--- src/rtl/keypad_pkg.sv ---
// Shared types and helpers for the hex keypad scanner.
package keypad_pkg;

    localparam int ROWS = 4;
    localparam int COLS = 4;

    typedef enum logic [1:0] {
        SCAN     = 2'd0,
        DEBOUNCE = 2'd1,
        HELD     = 2'd2
    } keypad_state_t;

    typedef logic [3:0] key_code_t;

    function automatic logic is_one_hot(input logic [COLS-1:0] v);
        return (v != 4'b0000) && ((v & (v - 4'b0001)) == 4'b0000);
    endfunction

    // Only meaningful when the argument is one-hot.
    function automatic logic [1:0] col_index(input logic [COLS-1:0] v);
        logic [1:0] idx;
        case (v)
            4'b0010: idx = 2'd1;
            4'b0100: idx = 2'd2;
            4'b1000: idx = 2'd3;
            default: idx = 2'd0;
        endcase
        return idx;
    endfunction

endpackage

--- src/rtl/hex_keypad_sync2.sv ---
// Two-flop synchronizer; resets to all ones, the released level of the columns.
module sync2 #(
    parameter int WIDTH = 4
) (
    input  logic             clk,
    input  logic             rst_n,
    input  logic [WIDTH-1:0] d,
    output logic [WIDTH-1:0] q
);

    logic [WIDTH-1:0] meta_r;
    logic [WIDTH-1:0] q_r;

    // Synchronizer chain.
    always_ff @(posedge clk or negedge rst_n) begin
        if (!rst_n) begin
            meta_r <= {WIDTH{1'b1}};
            q_r    <= {WIDTH{1'b1}};
        end else begin
            meta_r <= d;
            q_r    <= meta_r;
        end
    end

    assign q = q_r;

endmodule

--- src/rtl/hex_keypad.sv ---
// 4x4 hex keypad scanner: row drive, debounced press/release, nibble shift register.
module hex_keypad
    import keypad_pkg::*;
#(
    parameter int SCAN_DIV       = 1000,
    parameter int DEBOUNCE_SCANS = 4
) (
    input  logic        clk_in,
    input  logic        rst_n_in,
    output logic [3:0]  row_select_out,
    input  logic [3:0]  col_sense_in,
    output logic        key_valid_out,
    output logic [3:0]  key_code_out,
    output logic [15:0] value_out,
    input  logic        clear_in
);

    localparam int DW = $clog2(SCAN_DIV);
    localparam int CW = $clog2(DEBOUNCE_SCANS + 1);
    localparam logic [DW-1:0] DWELL_LAST = DW'(SCAN_DIV - 1);
    localparam logic [CW-1:0] COUNT_DONE = CW'(DEBOUNCE_SCANS);

    logic [COLS-1:0] col_raw_s;
    logic [COLS-1:0] col_s;
    logic            sample_s;
    logic            one_hot_s;
    logic [1:0]      col_idx_s;

    keypad_state_t   state_r, state_nxt_s;
    logic [DW-1:0]   dwell_r;
    logic [1:0]      row_r, row_nxt_s;
    logic [1:0]      col_r;
    logic [CW-1:0]   match_r, match_nxt_s;
    logic [CW-1:0]   release_r, release_nxt_s;
    logic            advance_s, latch_s, report_s;
    key_code_t       report_code_s;

    logic [3:0]      row_sel_r, row_sel_nxt_s;
    logic            key_valid_r;
    key_code_t       key_code_r, key_code_nxt_s;
    logic [15:0]     value_r, value_nxt_s;

    sync2 #(.WIDTH(COLS)) u_sync (
        .clk   (clk_in),
        .rst_n (rst_n_in),
        .d     (col_sense_in),
        .q     (col_raw_s)
    );

    assign col_s     = ~col_raw_s;
    assign sample_s  = (dwell_r == DWELL_LAST);
    assign one_hot_s = is_one_hot(col_s);
    assign col_idx_s = col_index(col_s);

    // State, dwell counter, scan row and debounce counters.
    always_ff @(posedge clk_in or negedge rst_n_in) begin
        if (!rst_n_in) begin
            state_r   <= SCAN;
            dwell_r   <= {DW{1'b0}};
            row_r     <= 2'd0;
            col_r     <= 2'd0;
            match_r   <= {CW{1'b0}};
            release_r <= {CW{1'b0}};
        end else begin
            state_r   <= state_nxt_s;
            dwell_r   <= sample_s ? {DW{1'b0}} : dwell_r + DW'(1);
            row_r     <= row_nxt_s;
            col_r     <= latch_s ? col_idx_s : col_r;
            match_r   <= match_nxt_s;
            release_r <= release_nxt_s;
        end
    end

    // Next-state and counter decisions, evaluated only at sample points.
    always_comb begin
        state_nxt_s   = state_r;
        match_nxt_s   = match_r;
        release_nxt_s = release_r;
        advance_s     = 1'b0;
        latch_s       = 1'b0;
        report_s      = 1'b0;
        if (sample_s) begin
            case (state_r)
                SCAN: begin
                    if (one_hot_s) begin
                        latch_s     = 1'b1;
                        match_nxt_s = CW'(1);
                        if (COUNT_DONE == CW'(1)) begin
                            report_s      = 1'b1;
                            release_nxt_s = {CW{1'b0}};
                            state_nxt_s   = HELD;
                        end else begin
                            state_nxt_s   = DEBOUNCE;
                        end
                    end else begin
                        advance_s = 1'b1;
                    end
                end
                DEBOUNCE: begin
                    if (one_hot_s && (col_idx_s == col_r)) begin
                        match_nxt_s = match_r + CW'(1);
                        if ((match_r + CW'(1)) == COUNT_DONE) begin
                            report_s      = 1'b1;
                            release_nxt_s = {CW{1'b0}};
                            state_nxt_s   = HELD;
                        end else begin
                            state_nxt_s   = DEBOUNCE;
                        end
                    end else begin
                        advance_s   = 1'b1;
                        state_nxt_s = SCAN;
                    end
                end
                HELD: begin
                    if (col_s == 4'b0000) begin
                        if ((release_r + CW'(1)) == COUNT_DONE) begin
                            release_nxt_s = {CW{1'b0}};
                            advance_s     = 1'b1;
                            state_nxt_s   = SCAN;
                        end else begin
                            release_nxt_s = release_r + CW'(1);
                        end
                    end else begin
                        release_nxt_s = {CW{1'b0}};
                    end
                end
                default: begin
                    state_nxt_s = SCAN;
                end
            endcase
        end else begin
            state_nxt_s = state_r;
        end
    end

    // Next values of row drive and report outputs; clear wins over the shift.
    always_comb begin
        row_nxt_s      = advance_s ? row_r + 2'd1 : row_r;
        row_sel_nxt_s  = ~(4'b0001 << row_nxt_s);
        report_code_s  = latch_s ? {row_r, col_idx_s} : {row_r, col_r};
        key_code_nxt_s = key_code_r;
        value_nxt_s    = value_r;
        if (report_s) begin
            key_code_nxt_s = report_code_s;
        end else begin
            key_code_nxt_s = key_code_r;
        end
        if (clear_in) begin
            value_nxt_s = 16'h0000;
        end else if (report_s) begin
            value_nxt_s = {value_r[11:0], report_code_s};
        end else begin
            value_nxt_s = value_r;
        end
    end

    // Output registers.
    always_ff @(posedge clk_in or negedge rst_n_in) begin
        if (!rst_n_in) begin
            row_sel_r   <= 4'b1110;
            key_valid_r <= 1'b0;
            key_code_r  <= 4'h0;
            value_r     <= 16'h0000;
        end else begin
            row_sel_r   <= row_sel_nxt_s;
            key_valid_r <= report_s;
            key_code_r  <= key_code_nxt_s;
            value_r     <= value_nxt_s;
        end
    end

    assign row_select_out = row_sel_r;
    assign key_valid_out  = key_valid_r;
    assign key_code_out   = key_code_r;
    assign value_out      = value_r;

endmodule

--- config.mk ---
export PLATFORM = sky130hd
export DESIGN_NAME = hex_keypad
export DESIGN_NICKNAME = d
export VERILOG_FILES = /design/src/rtl/keypad_pkg.sv /design/src/rtl/hex_keypad_sync2.sv /design/src/rtl/hex_keypad.sv
export SDC_FILE = /design/constraint.sdc
export NUM_CORES = 1
export LEC_CHECK = 0
export BUFFER_PORTS_ARGS = -buffer_cell sky130_fd_sc_hd__buf_2
export CAP_MARGIN = 30
export CORE_ASPECT_RATIO = 1.2
export CORE_MARGIN = 4
export CORE_UTILIZATION = 57
export DETAILED_ROUTE_END_ITERATION = 12
export PLACE_DENSITY = 0.77
export SYNTH_ARGS = -nofsm -noshare
export SYNTH_HDL_FRONTEND = slang
export SYNTH_SLANG_ARGS = --single-unit
--- constraint.sdc ---
create_clock -name clk_in -period 2.38 [get_ports clk_in]
set_input_delay 0.119 -clock clk_in [delete_from_list [all_inputs] [get_ports clk_in]]
set_output_delay 0.119 -clock clk_in [all_outputs]
set_load 0.05 [all_outputs]
**After elaboration in Yosys (flattened, before gate mapping)**

Index checks and enable logic that the tools add are counted.

- Equal/unequal tests: 14
- Shift-type cells: 1
- Bitwise operators: 3
- Reductions and logical operators: 12
- Multiplexer cells: 33
- Divide/modulo/power cells: 0
- Multiply operators: 0
- Magnitude comparators: 0
- $add $sub $neg: 5

Operators by type and width:

| operator | count |
|---|---|
| $mux W16 | 2 |
| $mux W3 | 6 |
| $mux W2 | 7 |
| $mux W1 | 12 |
| $pmux W2 S3 | 2 |
| $pmux W3 S2 | 2 |
| $reduce_and A4 Y1 | 3 |
| $add A10 B1 Y10 const B | 1 |
| $eq A10 B10 Y1 const B | 1 |
| $mux W10 | 1 |
| $ne A2 B2 Y1 const B | 5 |
| $logic_not A4 Y1 | 2 |
| $not A4 Y4 | 2 |
| $add A3 B1 Y3 const B | 2 |
| $eq A3 B3 Y1 const B | 2 |
| $reduce_bool A2 Y1 | 3 |
| $and A4 B4 Y4 | 1 |
| $eq A4 B2 Y1 const B | 1 |
| $eq A4 B3 Y1 const B | 1 |
| $eq A4 B4 Y1 const B | 1 |
| $reduce_bool A4 Y1 | 1 |
| $shl A1 B2 Y4 const A | 1 |
| $sub A4 B1 Y4 const B | 1 |
| $pmux W1 S3 | 1 |
| other kinds (6) | 7 |

- Memory bits (read-only): 0
- Word-level logic and storage cells: 80
- Memories kept: 0
- Input bits: 7
- Bits in writable memories: 0
- Latch bits: 0
- Flip-flop bits (word level): 55

**Depth between registers and ports, before layout**

- Depth after elaboration: 12
- Gate-level depth with buffers: 7

**By module**

A second synthesis with hierarchy kept.

- Cells, all modules: 225
- Area total of the unflattened synthesis: 2537.4 µm²

Modules (own cells, without submodules):

| module | sequential area each (µm²) | times used | cells an instance | area each (µm²) |
|---|---|---|---|---|
| hex_keypad | 1179.9 | 1 | 217 | 2327.2 |
| sync2 | 210.2 | 1 | 8 | 210.2 |

**Worst setup path after synthesis**

OpenSTA, ideal clock, no wires.

- Path type: register -> register
- Start point: register u_sync.q_r[1] (netlist: u_sync.q[1])
- End point: register match_r[2]
- Buffers on the path: 0
- Path slack: 345 ps
- Required time: 2259 ps
- Stages on the path, launching flop included: 6
- Arrival time: 1914 ps
- Cell sequence: dfstp_2 > or3b_1 > a211oi_4 > o21ai_0 > mux2_1 > a22o_1

- Cells in the longest elaborated chain, start to end: 8
- Elaborated cells on any way between the ends: 15

RTL lines:

| element | line | source |
|---|---|---|
| from (decl) | hex_keypad_sync2.sv:12 | `logic [WIDTH-1:0] q_r;` |
| from (signal assigned) | hex_keypad_sync2.sv:18 | `q_r <= {WIDTH{1'b1}};` |
| from (signal assigned) | hex_keypad_sync2.sv:21 | `q_r <= meta_r;` |
| $not A4 Y4 * | hex_keypad.sv:50 | `assign col_s = ~col_raw_s;` |
| $sub A4 B1 Y4 | keypad_pkg.sv:16 | `return (v != 4'b0000) && ((v & (v - 4'b0001)) == 4'b0000);` |
| $and A4 B4 Y4 | keypad_pkg.sv:16 |  |
| $logic_not A4 Y1 | keypad_pkg.sv:16 |  |
| $logic_and A1 B1 Y1 | keypad_pkg.sv:16 |  |
| $logic_and A1 B1 Y1 | hex_keypad.sv:100 | `if (one_hot_s && (col_idx_s == col_r)) begin` |
| $ne A2 B2 Y1 (no source line) | n/a |  |
| $reduce_and A4 Y1 (no source line) * | n/a |  |
| to (signal assigned) | hex_keypad.sv:62 | `match_r <= {CW{1'b0}};` |
| to (signal assigned) | hex_keypad.sv:69 | `match_r <= match_nxt_s;` |
| to (decl) | hex_keypad.sv:33 | `logic [CW-1:0] match_r, match_nxt_s;` |

Mark *: on every way between the ends. The rest lies on a longest branch, timed or not.
A chain may end at the register's enable or synchronous reset.

**Final worst setup path**

Same ends and word-level chain as after synthesis.

==> impl_metrics.yaml <==
run_status:
  status: "finished clean"
cts:
  htreeDepth: 2
  clock_insertion_delay_worst_skew_ns: 0.31
  tritoncts_clock_tree: "yes"
  cts-root-to-sink-buffers: 2
  numCtsBuffers: 5
  cts.clk_slew.worst_paths_ns: 0.09
  cts-root-buf: "sky130_fd_sc_hd__clkbuf_8"
  cts.sink_count: 55
synthesis:
  mappedNetlistArea_mm2: 0.00255
  total_of_flip_flops_plus_latches_after_synthesis: 55
  synth_fp_nets: 238
  netlist-cell-type-count: 52
  post_synth_fa_ha_maj_area_fraction_pct: 2.45
  yosys_warnings: 0
  post_synth.cell_area_avg_um2: 11.3
  synth_top_family_by_area: "simple AND/OR/NAND/NOR gates"
  multiplexer_area_fraction_after_synthesis_pct: 8.77
  synthXorXnorAreaFrac_pct: 4.12
  fraction_of_the_mapped_netlist_area_in_compound_gates_pct: 11.5
  post_synth_inst_count: 226
  ys_seq_area_share_pct: 54.5
  synth-simple-area-share_pct: 15.7
worst_setup_path:
  timing.reg2reg.setup_slack_ns: 0.15
  timing.critical_path.from_type: "flop"
  arrival_ns: 2.43
  worst-endpoint-required_ns: 2.58
  critPathCaptureType: "flop"
  path_class: "reg -> reg"
  worst-path-max-fanout: 7
floorplanning:
  fp.dieW_um: 69.1
  rows: 26
  ioPinCount: 32
  die_y_um: 81.3
  core_area_mm2: 0.00429
  dieArea_mm2: 0.00562
  floorplan.initialDensity_pct: 59.4
global_route:
  grt_util_met3_pct: 3.96
  number_of_global_route_vias_before_repair: 1771
  grt_most_used_layer: "met2"
  grt_overflow_total: 0
  grtUsageTotal_pct: 18.3
  groute.layer.met2.usage_pct: 30.8
  grt_first_pass_wirelength_um: 8230
  grt_max_degree: 31
  grt_antenna_before_repair: 0
  grt_use_met1_pct: 23.2
cells_and_area:
  antenna-diode-count: 0
  nNetsFinal: 280
  register_area_mm2: 0.00139
  total_area_of_multi_input_combinational_cells_mm2: 0.00109
  final-instance-count-excl-fill: 325
  drive_above_1_share_pct: 24.5
  fill_cells: 343
  area_growth_pct: 15.7
  postLayoutCoreUtil_pct: 68.8
pwr:
  p_leak_nw: 1.55
  design_power_total_mw: 1.52
  cell_pwr_density_mw_per_mm2: 514
  ir_worst_vdd_uv: 341
timing:
  min_period_over_period_pct: 93.7
  timing.max_slew.rel_slack_pct: 51.2
  tightest_slew_ns: 0.722
  report.final.slew_viol_count: 0
  rsz0062_at_grt: "false"
  clock_skews_ns: 0.00505
  fin_setup_tns_ns: 0
  finalHoldViolCount: 0
  upper_clock_frequency_limit_ghz: 0.448
  setup_violations: 0
  min_period_ns: 2.23
drt:
  detail-route-antenna-nets: 0
  average_wire_length_per_cell_after_detail_routing_um: 15.0
  route.detailed.vias_per_inst: 5.47
  drc: 0
  dr.first_iter.drc_count: 71
  drt_wl_total_um: 4880
  first_pass_iters: 4
  dr_total_vias: 1778
placed_design:
  dp.cells: 309
  placement.io_buffers: 31
  detailed_place_hpwl_um: 3370
  routabilityCongestion: 0.773
hold_path:
  hp-class: "in -> reg"
flow_run:
  drv_cap: 0
## sequential cells by signal, summed over array words and instances, names as in the netlist
signal	cells
key_code_out	4
match_r	3
u_sync.meta_r	4
value_out	16
row_select_out	4
dwell_r	10
release_r	3
row_r	2
state_r	2
col_r	2
u_sync.q	4
key_valid_out	1
## power by group
group	switching [mW]	internal, mW	leakage [nW]
registers	0.00694	0.947	0.716
clock network	0.291	0.213	0.0428
logic	0.0366	0.0235	0.786
## path summary, 6_finish.rpt
path	start	end	depth (start not counted)
max	u_sync.q[1]$_DFF_PN1_	match_r[2]$_DFFE_PN0P_	6
min	clear_in	value_out[10]$_DFFE_PN0P_	2
min reg2reg	u_sync.meta_r[3]$_DFF_PN1_	u_sync.q[3]$_DFF_PN1_	0
min in group asynchronous	rst_n_in	release_r[1]$_DFFE_PN0P_	2
max reg2reg	u_sync.q[1]$_DFF_PN1_	match_r[2]$_DFFE_PN0P_	6
max in group asynchronous	rst_n_in	value_out[5]$_DFFE_PN0P_	3
## cell usage in the layout, fill, tap and decap left out, types with 2 or more instances in the layout
cell                             n
sky130_fd_sc_hd__a21oi_1         4
sky130_fd_sc_hd__a22o_1          3
sky130_fd_sc_hd__and2_1          2
sky130_fd_sc_hd__and3_1          2
sky130_fd_sc_hd__buf_2          31
sky130_fd_sc_hd__buf_4           8
sky130_fd_sc_hd__clkbuf_1        2
sky130_fd_sc_hd__clkbuf_8        5
sky130_fd_sc_hd__dfrtp_1        44
sky130_fd_sc_hd__dfstp_2        11
sky130_fd_sc_hd__dlygate4sd3_1   5
sky130_fd_sc_hd__ha_1            5
sky130_fd_sc_hd__inv_1           8
sky130_fd_sc_hd__mux2_2          2
sky130_fd_sc_hd__mux2i_1        19
sky130_fd_sc_hd__nand2_1        10
sky130_fd_sc_hd__nand2b_1        2
sky130_fd_sc_hd__nand3_1         6
sky130_fd_sc_hd__nand3b_1        3
sky130_fd_sc_hd__nand4b_1        2
sky130_fd_sc_hd__nor2_1         29
sky130_fd_sc_hd__nor2b_1         6
sky130_fd_sc_hd__nor3_1          6
sky130_fd_sc_hd__nor4b_1         2
sky130_fd_sc_hd__o21ai_0         9
sky130_fd_sc_hd__o2bb2ai_1       2
sky130_fd_sc_hd__o41ai_1         2
sky130_fd_sc_hd__or3_1           2
sky130_fd_sc_hd__xnor2_1         5
sky130_fd_sc_hd__xor2_1          7
## logic make-up after synthesis
family / count (synthesis)
xor gates and xnor gates: 12
buffers and inverters: 18
and+or+nand+nor: 78
muxes: 22
AOI/OAI and AO/OA: 36
DFF: 55
adders and majority gates: 5
## routing by layer
layer  vias up  part of all wire, %
li1        877                    -
met1       849                   45
met2        43                   50
met3         9                  3.8
met4         0                  1.9
met5         -                    0
## repair_timing
| item | in CTS | in global routing |
|---|---|---|
| setup buffers | 0 | 3 |
| endpoints found under the setup margin | 0 | 1 |
| endpoints found under the hold margin | 18 | 0 |
| hold buffers | 5 | 0 |
| resized for setup | 0 | 1 |
## Yosys cell counts (all sizes together)
master	number	share of area [%]
a211oi	3	1.6
a21o	1	0.29
a21oi	5	1.1
a221oi	1	0.34
a22o	3	1.0
a22oi	1	0.29
a2bb2oi	1	0.34
and2	2	0.49
and3	2	0.49
and4b	1	0.39
buf	3	0.78
clkbuf	7	1.0
dfrtp	44	43
dfstp	11	11
ha	5	2.5
inv	8	1.2
mux2	3	1.3
mux2i	19	7.5
nand2	10	1.5
nand2b	2	0.49
nand3	6	1.2
nand3b	3	0.88
nand4	1	0.25
nand4b	2	0.69
nor2	29	4.3
nor2b	6	1.5
nor3	7	1.6
nor4	1	0.25
nor4b	2	0.69
o2111ai	1	0.34
o211a	1	0.39
o211ai	3	1.6
o21ai	9	1.8
o21bai	1	0.29
o221ai	1	0.34
o2bb2ai	2	0.69
o32ai	1	0.34
o41ai	2	0.69
or3	2	0.49
or3b	2	0.69
xnor2	5	1.7
xor2	7	2.4
## per-stage QoR
step / instance area (um^2) / setup WS, ns / hold WS, ns
floorplan: 2550 / 0.345 / -0.177
global placement: 2790 / 0.243 / 0.151
detailed placement: 2790 / 0.155 / 0.158
CTS: 2920 / 0.134 / 0.170
global route: 2950 / 0.0434 / 0.180
finish: 2950 / 0.149 / 0.170
## cell type report
| class | instances | area share (%) |
|---|---|---|
| clock buffers | 7 | 2.58 |
| repair buffers | 45 | 9.66 |
| clock inverters | 1 | 0.296 |
| flip-flops and latches | 55 | 47.1 |
| well taps | 56 | 2.37 |
| multi-input cells | 153 | 37.0 |
| inverters | 8 | 1.02 |
## worst max-delay path, cell delays in order (launching register included)
cell                       delay [ns]
sky130_fd_sc_hd__dfstp_2         0.60
sky130_fd_sc_hd__or3b_1          0.41
sky130_fd_sc_hd__a211oi_4        0.33
sky130_fd_sc_hd__buf_4           0.19
sky130_fd_sc_hd__o21ai_0         0.10
sky130_fd_sc_hd__mux2_1          0.32
sky130_fd_sc_hd__a22o_1          0.18
(Power assumes the default switching activity.)
